<file path="src/rtl/sbox_seq_ctrl.sv">
// Sequencer for a shared masked S-box: issues NIB nibbles per pass and tracks results through a LAT-deep pipe.
// Define SBOX_RAND_STALL_EN to make each issue wait for rand_valid.
module sbox_seq_ctrl #(
   parameter int NIB = 16,
   parameter int LAT = 3,
   parameter int RW  = 36
) (
   input  logic                    clk,
   input  logic                    rst_n,
   input  logic                    start,
   input  logic                    clear,
   input  logic                    rand_valid,
   output logic                    busy,
   output logic                    done,
   output logic                    sbox_en,
   output logic [$clog2(NIB)-1:0]  nib_sel,
   output logic                    rand_ack,
   output logic                    rs_sel,
   output logic                    wr_en,
   output logic [$clog2(NIB)-1:0]  wr_idx
);

   localparam int IW = $clog2(NIB);
   localparam logic [IW-1:0] LAST = IW'(NIB - 1);

   if (NIB < 2 || LAT < 2 || RW < 1) begin : g_bad_param
      $error("sbox_seq_ctrl: NIB and LAT must be >= 2, RW >= 1");
   end

   typedef enum logic [1:0] {IDLE, FEED, DRAIN} state_t;

   state_t                   state;
   logic [IW-1:0]            cnt;
   logic [LAT-1:0]           vld;
   logic [LAT-1:0][IW-1:0]   pidx;

   logic                     rand_ok;
   logic                     feeding;
   logic                     issue;
   logic [IW-1:0]            cur;

`ifdef SBOX_RAND_STALL_EN
   assign rand_ok = rand_valid;
`else
   logic unused_rand;
   assign unused_rand = rand_valid;
   assign rand_ok     = 1'b1;
`endif

   // Nibble 0 is issued on the very edge that accepts start, so a pass is NIB+LAT edges long.
   assign feeding = (state == FEED) || ((state == IDLE) && start);
   assign issue   = feeding && rand_ok && !clear;
   assign cur     = (state == FEED) ? cnt : '0;

   assign busy   = (state != IDLE);
   assign wr_en  = vld[LAT-1];
   assign wr_idx = pidx[LAT-1];

   always_ff @(posedge clk or negedge rst_n) begin
      if (!rst_n) begin
         state    <= IDLE;
         cnt      <= '0;
         vld      <= '0;
         pidx     <= '0;
         sbox_en  <= 1'b0;
         rand_ack <= 1'b0;
         nib_sel  <= '0;
         rs_sel   <= 1'b0;
         done     <= 1'b0;
      end else if (clear) begin
         state    <= IDLE;
         cnt      <= '0;
         vld      <= '0;
         pidx     <= '0;
         sbox_en  <= 1'b0;
         rand_ack <= 1'b0;
         nib_sel  <= '0;
         rs_sel   <= 1'b0;
         done     <= 1'b0;
      end else begin
         // sbox_en is stage 0 of the valid pipe; the pipe shifts every cycle, bubbles included.
         vld      <= {vld[LAT-2:0], sbox_en};
         pidx     <= {pidx[LAT-2:0], nib_sel};
         sbox_en  <= issue;
         rand_ack <= issue;
         nib_sel  <= issue ? cur : '0;
         rs_sel   <= issue && (cur != '0);
         done     <= 1'b0;
         case (state)
            IDLE, FEED: begin
               if (feeding) begin
                  if (issue) begin
                     if (cur == LAST) begin
                        state <= DRAIN;
                        cnt   <= '0;
                     end else begin
                        state <= FEED;
                        cnt   <= cur + 1'b1;
                     end
                  end else begin
                     state <= FEED;
                     cnt   <= cur;
                  end
               end
            end
            DRAIN: begin
               if (!sbox_en && (vld[LAT-2:0] == '0)) begin
                  state <= IDLE;
                  done  <= wr_en;
               end
            end
            default: state <= IDLE;
         endcase
      end
   end

endmodule
</file>
<file path="config.mk">
export PLATFORM = sky130hd
export DESIGN_NAME = sbox_seq_ctrl
export DESIGN_NICKNAME = d
export VERILOG_FILES = /design/src/rtl/sbox_seq_ctrl.sv
export SDC_FILE = /design/constraint.sdc
export NUM_CORES = 1
export LEC_CHECK = 0
export ABC_CLOCK_PERIOD_IN_PS = 1300
export BUFFER_PORTS_ARGS = -buffer_cell sky130_fd_sc_hd__clkbuf_2
export CAP_MARGIN = 20
export CORE_MARGIN = 5
export CORE_UTILIZATION = 53
export DETAILED_ROUTE_END_ITERATION = 6
export GPL_TIMING_DRIVEN = 0
export PLACE_DENSITY_LB_ADDON = 0.15
export SLEW_MARGIN = 20
export SYNTH_ARGS = -nofsm -noshare
export SYNTH_HDL_FRONTEND = slang
export SYNTH_SLANG_ARGS = --single-unit
</file>
<file path="constraint.sdc">
create_clock -name clk -period 1.3 [get_ports clk]
set_input_delay 0.325 -clock clk [delete_from_list [all_inputs] [get_ports clk]]
set_output_delay 0.325 -clock clk [all_outputs]
set_load 0.03 [all_outputs]
</file>
# [After elaboration in Yosys (flattened, before gate mapping)]
# Index checks and enable logic that the tools add are counted.
[totals] ff_bits=28 elab_cells=53
[op_classes] n_addsub=1 n_eq_ne=5 muxes=21 n_reduce_logical=16
[ops] operator="4-bit 2-to-1 mux" n=8
[ops] operator="12-bit 2-to-1 mux" n=1
[ops] operator="2-bit 2-to-1 mux" n=5
[ops] operator="3-bit inequality test (second input constant)" n=2
[ops] operator="2-bit nonzero test" n=3
[ops] operator="1-bit 2-to-1 mux" n=5
[ops] operator="4-bit by 1-bit adder with 4-bit output (second input constant)" n=1
[ops] operator="4-bit == test (second input constant)" n=1
[ops] operator="1-bit logical AND" n=4
[ops] operator="2-bit logical NOT" n=2
[ops] operator="2-bit case mux with 2 select lines" n=1
[ops] operator="2-bit AND reduction" n=2
[ops] operator="4-bit nonzero test" n=1
[ops] operator="3-bit 2-to-1 mux" n=1
[ops] operator="2-bit by 1-bit == test with 1-bit output (second input constant)" n=1
[ops] operator="2-bit == test (second input constant)" n=1
[ops] operator="1-bit logical NOT" n=2
[ops] operator="2-bit OR reduction" n=1
[ops] operator="1-bit logical OR" n=1

# [Longest topological paths before layout]
# Gate-level depths: netlist of the first run.
[depth] ltp_word=8 ltp_mapped=5 mapped_depth_nobuf=5

# [Least setup slack after synthesis of the first run]
# Ideal clock, no wire load.
[synth_timing] path_type="register to output" startpoint="register state[0]" endpoint="output busy" arrival_ps=925 t_required_ps=975 setup_slack_ps=50 stages_incl_launch_ff=3 path_buffers=1 cell_sequence="dfrtp_1 -> clkbuf_1 -> or2_2"
[synth_between] elab_chain_cells=1
[synth_rtl] element="from (decl)" line_no="32" source="state_t state;"
[synth_rtl] element="from (signal assigned)" line_no="61" source="state <= IDLE;"
[synth_rtl] element="from (signal assigned)" line_no="71" source="state <= IDLE;"
[synth_rtl] element="from (signal assigned)" line_no="94" source="state <= DRAIN;"
[synth_rtl] element="2-bit nonzero test" line_no="55" source="assign busy = (state != IDLE);"
[synth_rtl] element="to (decl)" line_no="13" source="output logic busy,"
# No other way between the ends.

# [Final worst setup path of the first run]
# Ends and elaborated chain as after synthesis.

==> qor.yml, run 1 <==
worst_hold_path:
  hp-class: "in2async"
floorplan:
  die_width_um: 55.6
  floorplan.initialDensity_pct: 55.6
  ioPinCount: 19
  placementRows: 16
  core_region_area_sq_um: 1980
  design.die.area_sq_um: 3090
  dieHeight_um: 55.6
detailed_routing:
  postRouteWirelength_um: 1900
  routed_wire_length_per_instance_um: 14.0
  firstDrtPassIters: 4
  ant_nets: 0
  via_cell_ratio: 5.24
  drt_iter0_drc: 31
  drt_drc_violations_left: 0
  vias: 713
yosys:
  synth_seq_cells: 28
  synth_top_cell_by_area: "sky130_fd_sc_hd__dfrtp_1"
  netlist_instances: 89
  synthFlopType: "sky130_fd_sc_hd__dfrtp_1"
  post_synth_main_area_contributors: "sky130_fd_sc_hd__dfrtp_1 64%, sky130_fd_sc_hd__nor2b_1 8.5%, sky130_fd_sc_hd__buf_4 3.4%, sky130_fd_sc_hd__and3_1 1.7%, sky130_fd_sc_hd__nand3_1 1.4%"
  synthesized_netlist_net_count: 95
  synthesis.yosys.warnings: 0
  syn-cell-area_sq_um: 1100
  async_flop_share_pct: 100
  synth-edff-count: 0
  postSynthAreaPerCell_sq_um: 12.4
  synth-seq-area-share_pct: 63.6
  synth_top_cell_area_share_pct: 63.6
  synth_cell_type_count: 30
global_route:
  grt_pass1_wl_um: 3260
  vias_in_the_first_global_route: 720
  maximum_number_of_pins_on_one_net_before_global_route_repair: 29
  track_usage_pct: 13.3
  number_of_antenna_violations_at_the_first_check_in_global_routing: 0
  grt_overflow_total: 0
place:
  dp_hpwl_um: 1260
  place.port_buffers: 17
  place_congestion: 0.812
  placed_cell_area_sq_um: 1220
pwr:
  vdd_ir_drop_max_uv: 884
  netSwitchingPower_mw: 0.334
  power_density_nw_per_um2: 1100
  power.share.switching_pct: 23.0
  power.share.combinational_pct: 9.7
  power_leakage_nw: 0.656
  power.clock.fraction_pct: 28.3
  internal_power_mw: 1.12
  totalPowerFinal_mw: 1.45
  power.share.sequential_pct: 62.0
setup_path:
  setup.worst_path.end_class: "output port"
  worst-path-max-fanout: 2
  worst_ep_required_time_ns: 0.98
  worst-setup-path-type: "reg2out"
  worstPathArrival_ns: 1.23
  worstSetupStartpointType: "register"
sta:
  finalWorstPathRequiredPeriod_ns: 1.56
  max_freq_mhz: 642
  clock-skew-final_ns: 0.00345
  slew_viol_final: 0
  max_slew.worst_pin.slew_ns: 0.652
  final-setup-viol-count: 2
  setup_slack_ns: -0.258
  rsz0062_at_grt: "true"
  final.setup.tns_ns: -0.276
  hold_violation_count_in_the_final_report: 0
  worst_slew_margin_rel_pct: 56.5
  finalCritPeriodShare_pct: 120
job:
  cap_viol_max_count: 0
cells_and_area:
  finalInstanceArea_sq_um: 1320
  number_of_inserted_filler_cells_in_the_final_layout: 141
  area.sequential_sq_um: 702
  antenna-diode-count: 0
  multi_input_area_sq_um: 343
  final_common_cell: "sky130_fd_sc_hd__dfrtp_1"
  commonest_cells_after_routing_fill_and_taps_aside: "27 x sky130_fd_sc_hd__dfrtp_1, 15 x sky130_fd_sc_hd__nor2b_1, 9 x sky130_fd_sc_hd__clkbuf_2"
  final_layout_net_count: 116
  post_route_cells_drive_above_1_share_pct: 32.1
  syn_to_final_growth_pct: 20.0
clocking:
  clock-sinks: 28
  cts_htree_levels: 1
  clock_tree.root_cell: "sky130_fd_sc_hd__clkbuf_4"
  clock_network_latency_to_the_later_pin_of_the_worst_skew_pair_ns: 0.32
  tritoncts: "done"
  cts.hold.buffers_added: 0
  clkTransAtPathRegs_ns: 0.14
  tritoncts.num_buffers: 3
  ctsLongestPathBuffers: 2
status:
  status: "complete, but fails checks"
  failed_checks: "negative setup slack"
==> cell usage after synthesis, drive strengths merged (2+ instances only) <==
cell type and number:
nand3 3, nand2 3, clkbuf 2, inv 2, a31oi 2, o21ai 3, nor2 3, and3 4
nor2b 16, a21oi 2, buf 6, dfrtp 28
==> logic make-up after synthesis <==
group,Yosys count,synth area share (%)
AND/OR/NAND/NOR,38,22.1
AO/OA/AOI/OAI,11,6.47
multiplexers,1,0.908
flip-flops,28,63.6
adder cells (fa/ha/maj),1,1.13
buffers and inverters,10,5.79
==> power by group through the flow <==
stage / Combinational [mW] / Sequential, mW / Clock, mW
floorplan: 0.0602 / 0.925 / 0
global placement: 0.114 / 0.917 / 0
detailed placement: 0.115 / 0.918 / 0
CTS: 0.136 / 0.900 / 0.417
global route: 0.154 / 0.903 / 0.460
finish: 0.140 / 0.900 / 0.411
==> area by class of cell <==
type | count | area share, %
clock buffer | 4 | 2.74
inverter | 2 | 0.568
buffer | 3 | 2.18
timing repair buffer | 21 | 13.0
multi-input combinational | 51 | 25.9
sequential | 28 | 53.1
tap | 27 | 2.55
==> stage by stage <==
step           cells  utilization [%]  worst slack [ns]  hold slack [ns]
6_report         136             66.7            -0.258         0.000655
5_1_grt          136             66.7            -0.298           0.0445
4_1_cts          135             66.0            -0.268           0.0185
3_5_place_dp     133             61.6            -0.143            0.383
3_3_place_gp     133             61.6            -0.129            0.386
2_1_floorplan     89                -            0.0497           0.0294
==> worst paths after layout <==
check                                startpoint                   end  slack (ns)  cells after the start
min                                       rst_n   wr_idx[1]$_DFF_PN0_      0.0007                      1
max                        state[0]$_DFFE_PN0P_                  busy       -0.26                      3
min reg2reg                   pidx[2]$_DFF_PN0_     pidx[6]$_DFF_PN0_        0.48                      1
min in group clk                          clear        done$_DFF_PN0_        0.31                      3
max reg2reg                state[0]$_DFFE_PN0P_    cnt[1]$_DFFE_PN0P_       -0.02                      6
max in group asynchronous                 rst_n  state[1]$_DFFE_PN0P_        0.85                      1
==> flip-flops by register name (all words and copies together), names as in the netlist <==
| signal | flops |
|---|---|
| pidx | 8 |
| cnt | 4 |
| nib_sel | 4 |
| wr_idx | 4 |
| vld | 3 |
| state | 2 |
| done | 1 |
| rand_ack | 1 |
| rs_sel | 1 |
==> layer usage <==
metal,share of wire (%),wire [um],GRT usage (%)
met1,42,803,16.1
met2,50,945,22.0
met3,5.3,100,3.02
met4,2.6,50,7.29
met5,0,0,0
==> timing repair <==
action                                  4_1_cts  5_1_grt
setup buffers                                 3        2
resized for setup                            17        5
endpoints found under the setup margin        7        7
pin swaps                                     1        2
==> worst max-delay path, stage by stage, from the launching register on <==
cell,delay [ns]
sky130_fd_sc_hd__dfrtp_1,0.41
sky130_fd_sc_hd__clkbuf_8,0.14
sky130_fd_sc_hd__or2_4,0.23
sky130_fd_sc_hd__buf_8,0.13
Note: power is estimated with default switching activity, not from simulation.
==> run 2, diff against run 1 <==
CORE_MARGIN = default   (was 5)
==> run 2 against run 1 <==
The flow still finishes with violations (negative setup slack); via count decreased by 0.28%; worst setup slack got worse by 0.030 ns; maximum frequency decreased by 1.9%; design area increased by 1.9%; clock power decreased by 1%; global-route usage increased by 5.7 points; largest power group unchanged.
==> qor.yml, run 2 (same netlist as run 1, synthesis figures left out) <==
pwr:
  power.clock.fraction_pct: 27.9  # -0.4 points
  netSwitchingPower_mw: 0.335  # +0.21%
  power_leakage_nw: 0.672  # +2.5%
  power_density_nw_per_um2: 1080  # -1.3%
  power.share.sequential_pct: 61.7  # -0.3 points
  power.share.switching_pct: 23.0  # -0.084 points
  power.share.combinational_pct: 10.4  # +0.7 points
  vdd_ir_drop_max_uv: 824  # -6.8%
  internal_power_mw: 1.12  # +0.68%
clocking:
  tritoncts.num_buffers: 3  # unchanged
  clock_tree.root_cell: "sky130_fd_sc_hd__clkbuf_4"
  clock_network_latency_to_the_later_pin_of_the_worst_skew_pair_ns: 0.32  # about the same
  cts.hold.buffers_added: 0  # unchanged
  clock-sinks: 28  # unchanged
  tritoncts: "done"
  ctsLongestPathBuffers: 2  # unchanged
  cts_htree_levels: 1  # unchanged
  clkTransAtPathRegs_ns: 0.15  # about the same
setup_path:
  crit_path_cell_trace: "clkbuf_8 > or2_4 > buf_8"
  worst_ep_required_time_ns: 0.98  # about the same
  worst-setup-path-type: "reg2out"
  critical-path-slowest-cell: "sky130_fd_sc_hd__dfrtp_1"
  cpPeakStageDelay_ns: 0.43  # +0.02 ns
  worstSetupStartpointType: "register"
  reg2regPathDepth: 7  # +1
  path_buf_inv: 2  # unchanged
  worstPathArrival_ns: 1.26  # +0.03 ns
  rrSetupSlack_ns: -0.09  # -0.07 ns
  setup.worst_path.end_class: "output port"
  worst_flop_to_flop_path_startpoint: "state[0]$_DFFE_PN0P_"
  worst-path-max-fanout: 2  # unchanged
  timing.critical_path.max_delay_family: "flip-flops"
  timing.rr.end: "cnt[1]$_DFFE_PN0P_"
cells_and_area:
  top_register: "pidx"
  largest_register_ff_count: 8  # unchanged
  post_route_cells_drive_above_1_share_pct: 34.2  # +2.1 points
  final_layout_net_count: 118  # +1.7%
  commonest_cells_after_routing_fill_and_taps_aside: "27 x sky130_fd_sc_hd__dfrtp_1, 15 x sky130_fd_sc_hd__nor2b_1, 10 x sky130_fd_sc_hd__clkbuf_2"
  syn_to_final_growth_pct: 22.2
  final_common_cell: "sky130_fd_sc_hd__dfrtp_1"
  antenna-diode-count: 0  # unchanged
  number_of_inserted_filler_cells_in_the_final_layout: 160  # +13%
global_route:
  maximum_number_of_pins_on_one_net_before_global_route_repair: 29  # unchanged
  number_of_antenna_violations_at_the_first_check_in_global_routing: 0  # unchanged
  vias_in_the_first_global_route: 627  # -13%
  grt_overflow_total: 0  # unchanged
  track_usage_pct: 19.0  # +5.7 points
  grt_pass1_wl_um: 2840  # -13%
floorplan:
  ioPinCount: 19  # unchanged
  placementRows: 16  # unchanged
  die_width_um: 47.6  # -14%
  floorplan.initialDensity_pct: 56.2  # +0.57 points
  dieHeight_um: 47.6  # -14%
  design.die.area_sq_um: 2270  # -27%
  core_region_area_sq_um: 1960  # -1.0%
detailed_routing:
  drt_iter0_drc: 15  # -52%
  dr.max_layer_used: "met4"
  detailroute.wirelength.met3_um: 42  # -58%
  drt_drc_violations_left: 0  # unchanged
  vias: 711  # -0.28%
  via_cell_ratio: 5.15  # -1.7%
  routed_wire_length_per_instance_um: 13.2  # -5.3%
  postRouteWirelength_um: 1830  # -3.9%
  firstDrtPassIters: 4  # unchanged
  ant_nets: 0  # unchanged
  met2_length_um: 932  # -1.4%
  wl_met1_um: 835  # +4.0%
place:
  place_congestion: 0.816  # +0.49%
  dp_hpwl_um: 1230  # -2.3%
  place.port_buffers: 17  # unchanged
status:
  failed_checks: "negative setup slack"
  status: "complete, but fails checks"
sta:
  max_slew.worst_pin.slew_ns: 0.659  # +0.00640 ns
  finalWorstPathRequiredPeriod_ns: 1.59  # +0.0302 ns
  clock-skew-final_ns: 0.0111  # +0.00762 ns
  max_freq_mhz: 630  # -1.9%
  setup_slack_ns: -0.288  # -0.0302 ns
  worst_slew_margin_rel_pct: 56.1  # -0.43 points
  hold_violation_count_in_the_final_report: 0  # unchanged
  final-setup-viol-count: 3  # +1
  finalCritPeriodShare_pct: 122  # +2.3 points
  final.setup.tns_ns: -0.414  # -0.138 ns
  fin_hold_ws_ns: 0.00565  # +0.00499 ns
  rsz0062_at_grt: "true"
  slew_viol_final: 0  # unchanged
worst_hold_path:
  hp-class: "in2async"
job:
  cap_viol_max_count: 0  # unchanged
## run 2: through the flow
| stage | total power [mW] | cell area, sq um | std cells | setup WS, ns | utilization (%) |
|---|---|---|---|---|---|
| 2_1_floorplan | 0.985 | 1100 | 89 | 0.0497 | - |
| 3_3_place_gp | 1.03 | 1220 | 133 | -0.132 | 62.2 |
| 3_5_place_dp | 1.03 | 1220 | 133 | -0.156 | 62.2 |
| 4_1_cts | 1.45 | 1310 | 135 | -0.286 | 66.7 |
| 5_1_grt | 1.52 | 1350 | 138 | -0.327 | 68.7 |
| 6_report | 1.46 | 1350 | 138 | -0.288 | 68.7 |
## run 2: repair_timing
action	in CTS	in global routing
buffers inserted	3	3
setup endpoints to repair	6	8
gates resized for setup	17	8
pin swaps	0	2
## run 2: layout make-up
class	count	area, sq um	area share, %
buffer	3	28.8	2.14
clock buffer	4	36.3	2.69
inverter	2	7.51	0.557
multi-input combinational	51	349	25.9
sequential	28	702	52.1
tap	27	33.8	2.51
timing repair buffer	23	190	14.1
## run 2: routing by layer
layer	global-route usage (%)	vias up
met1	27.0	356
met3	3.40	2
met4	8.33	0
li1	-	342
met2	29.0	11
met5	0	-
## run 2: worst max path at each step
| stage | startpoint | end | slack (ns) | depth (start not counted) |
|---|---|---|---|---|
| 6_report | state[0]$_DFFE_PN0P_ | busy | -0.29 | 3 |
| 5_1_grt | state[0]$_DFFE_PN0P_ | busy | -0.33 | 3 |
| 2_1_floorplan | state[0]$_DFFE_PN0P_ | busy | 0.05 | 2 |
| 3_3_place_gp | state[0]$_DFFE_PN0P_ | busy | -0.13 | 3 |
| 4_1_cts | state[0]$_DFFE_PN0P_ | busy | -0.29 | 3 |
| 3_5_place_dp | state[0]$_DFFE_PN0P_ | busy | -0.16 | 3 |
## run 2: power groups by stage
stage          Sequential, mW  Combinational [mW]  Clock (mW)
5_1_grt                 0.904               0.167       0.451
3_5_place_dp            0.918               0.114           0
4_1_cts                 0.900               0.135       0.418
2_1_floorplan           0.925              0.0602           0
3_3_place_gp            0.917               0.112           0
6_report                0.901               0.152       0.407
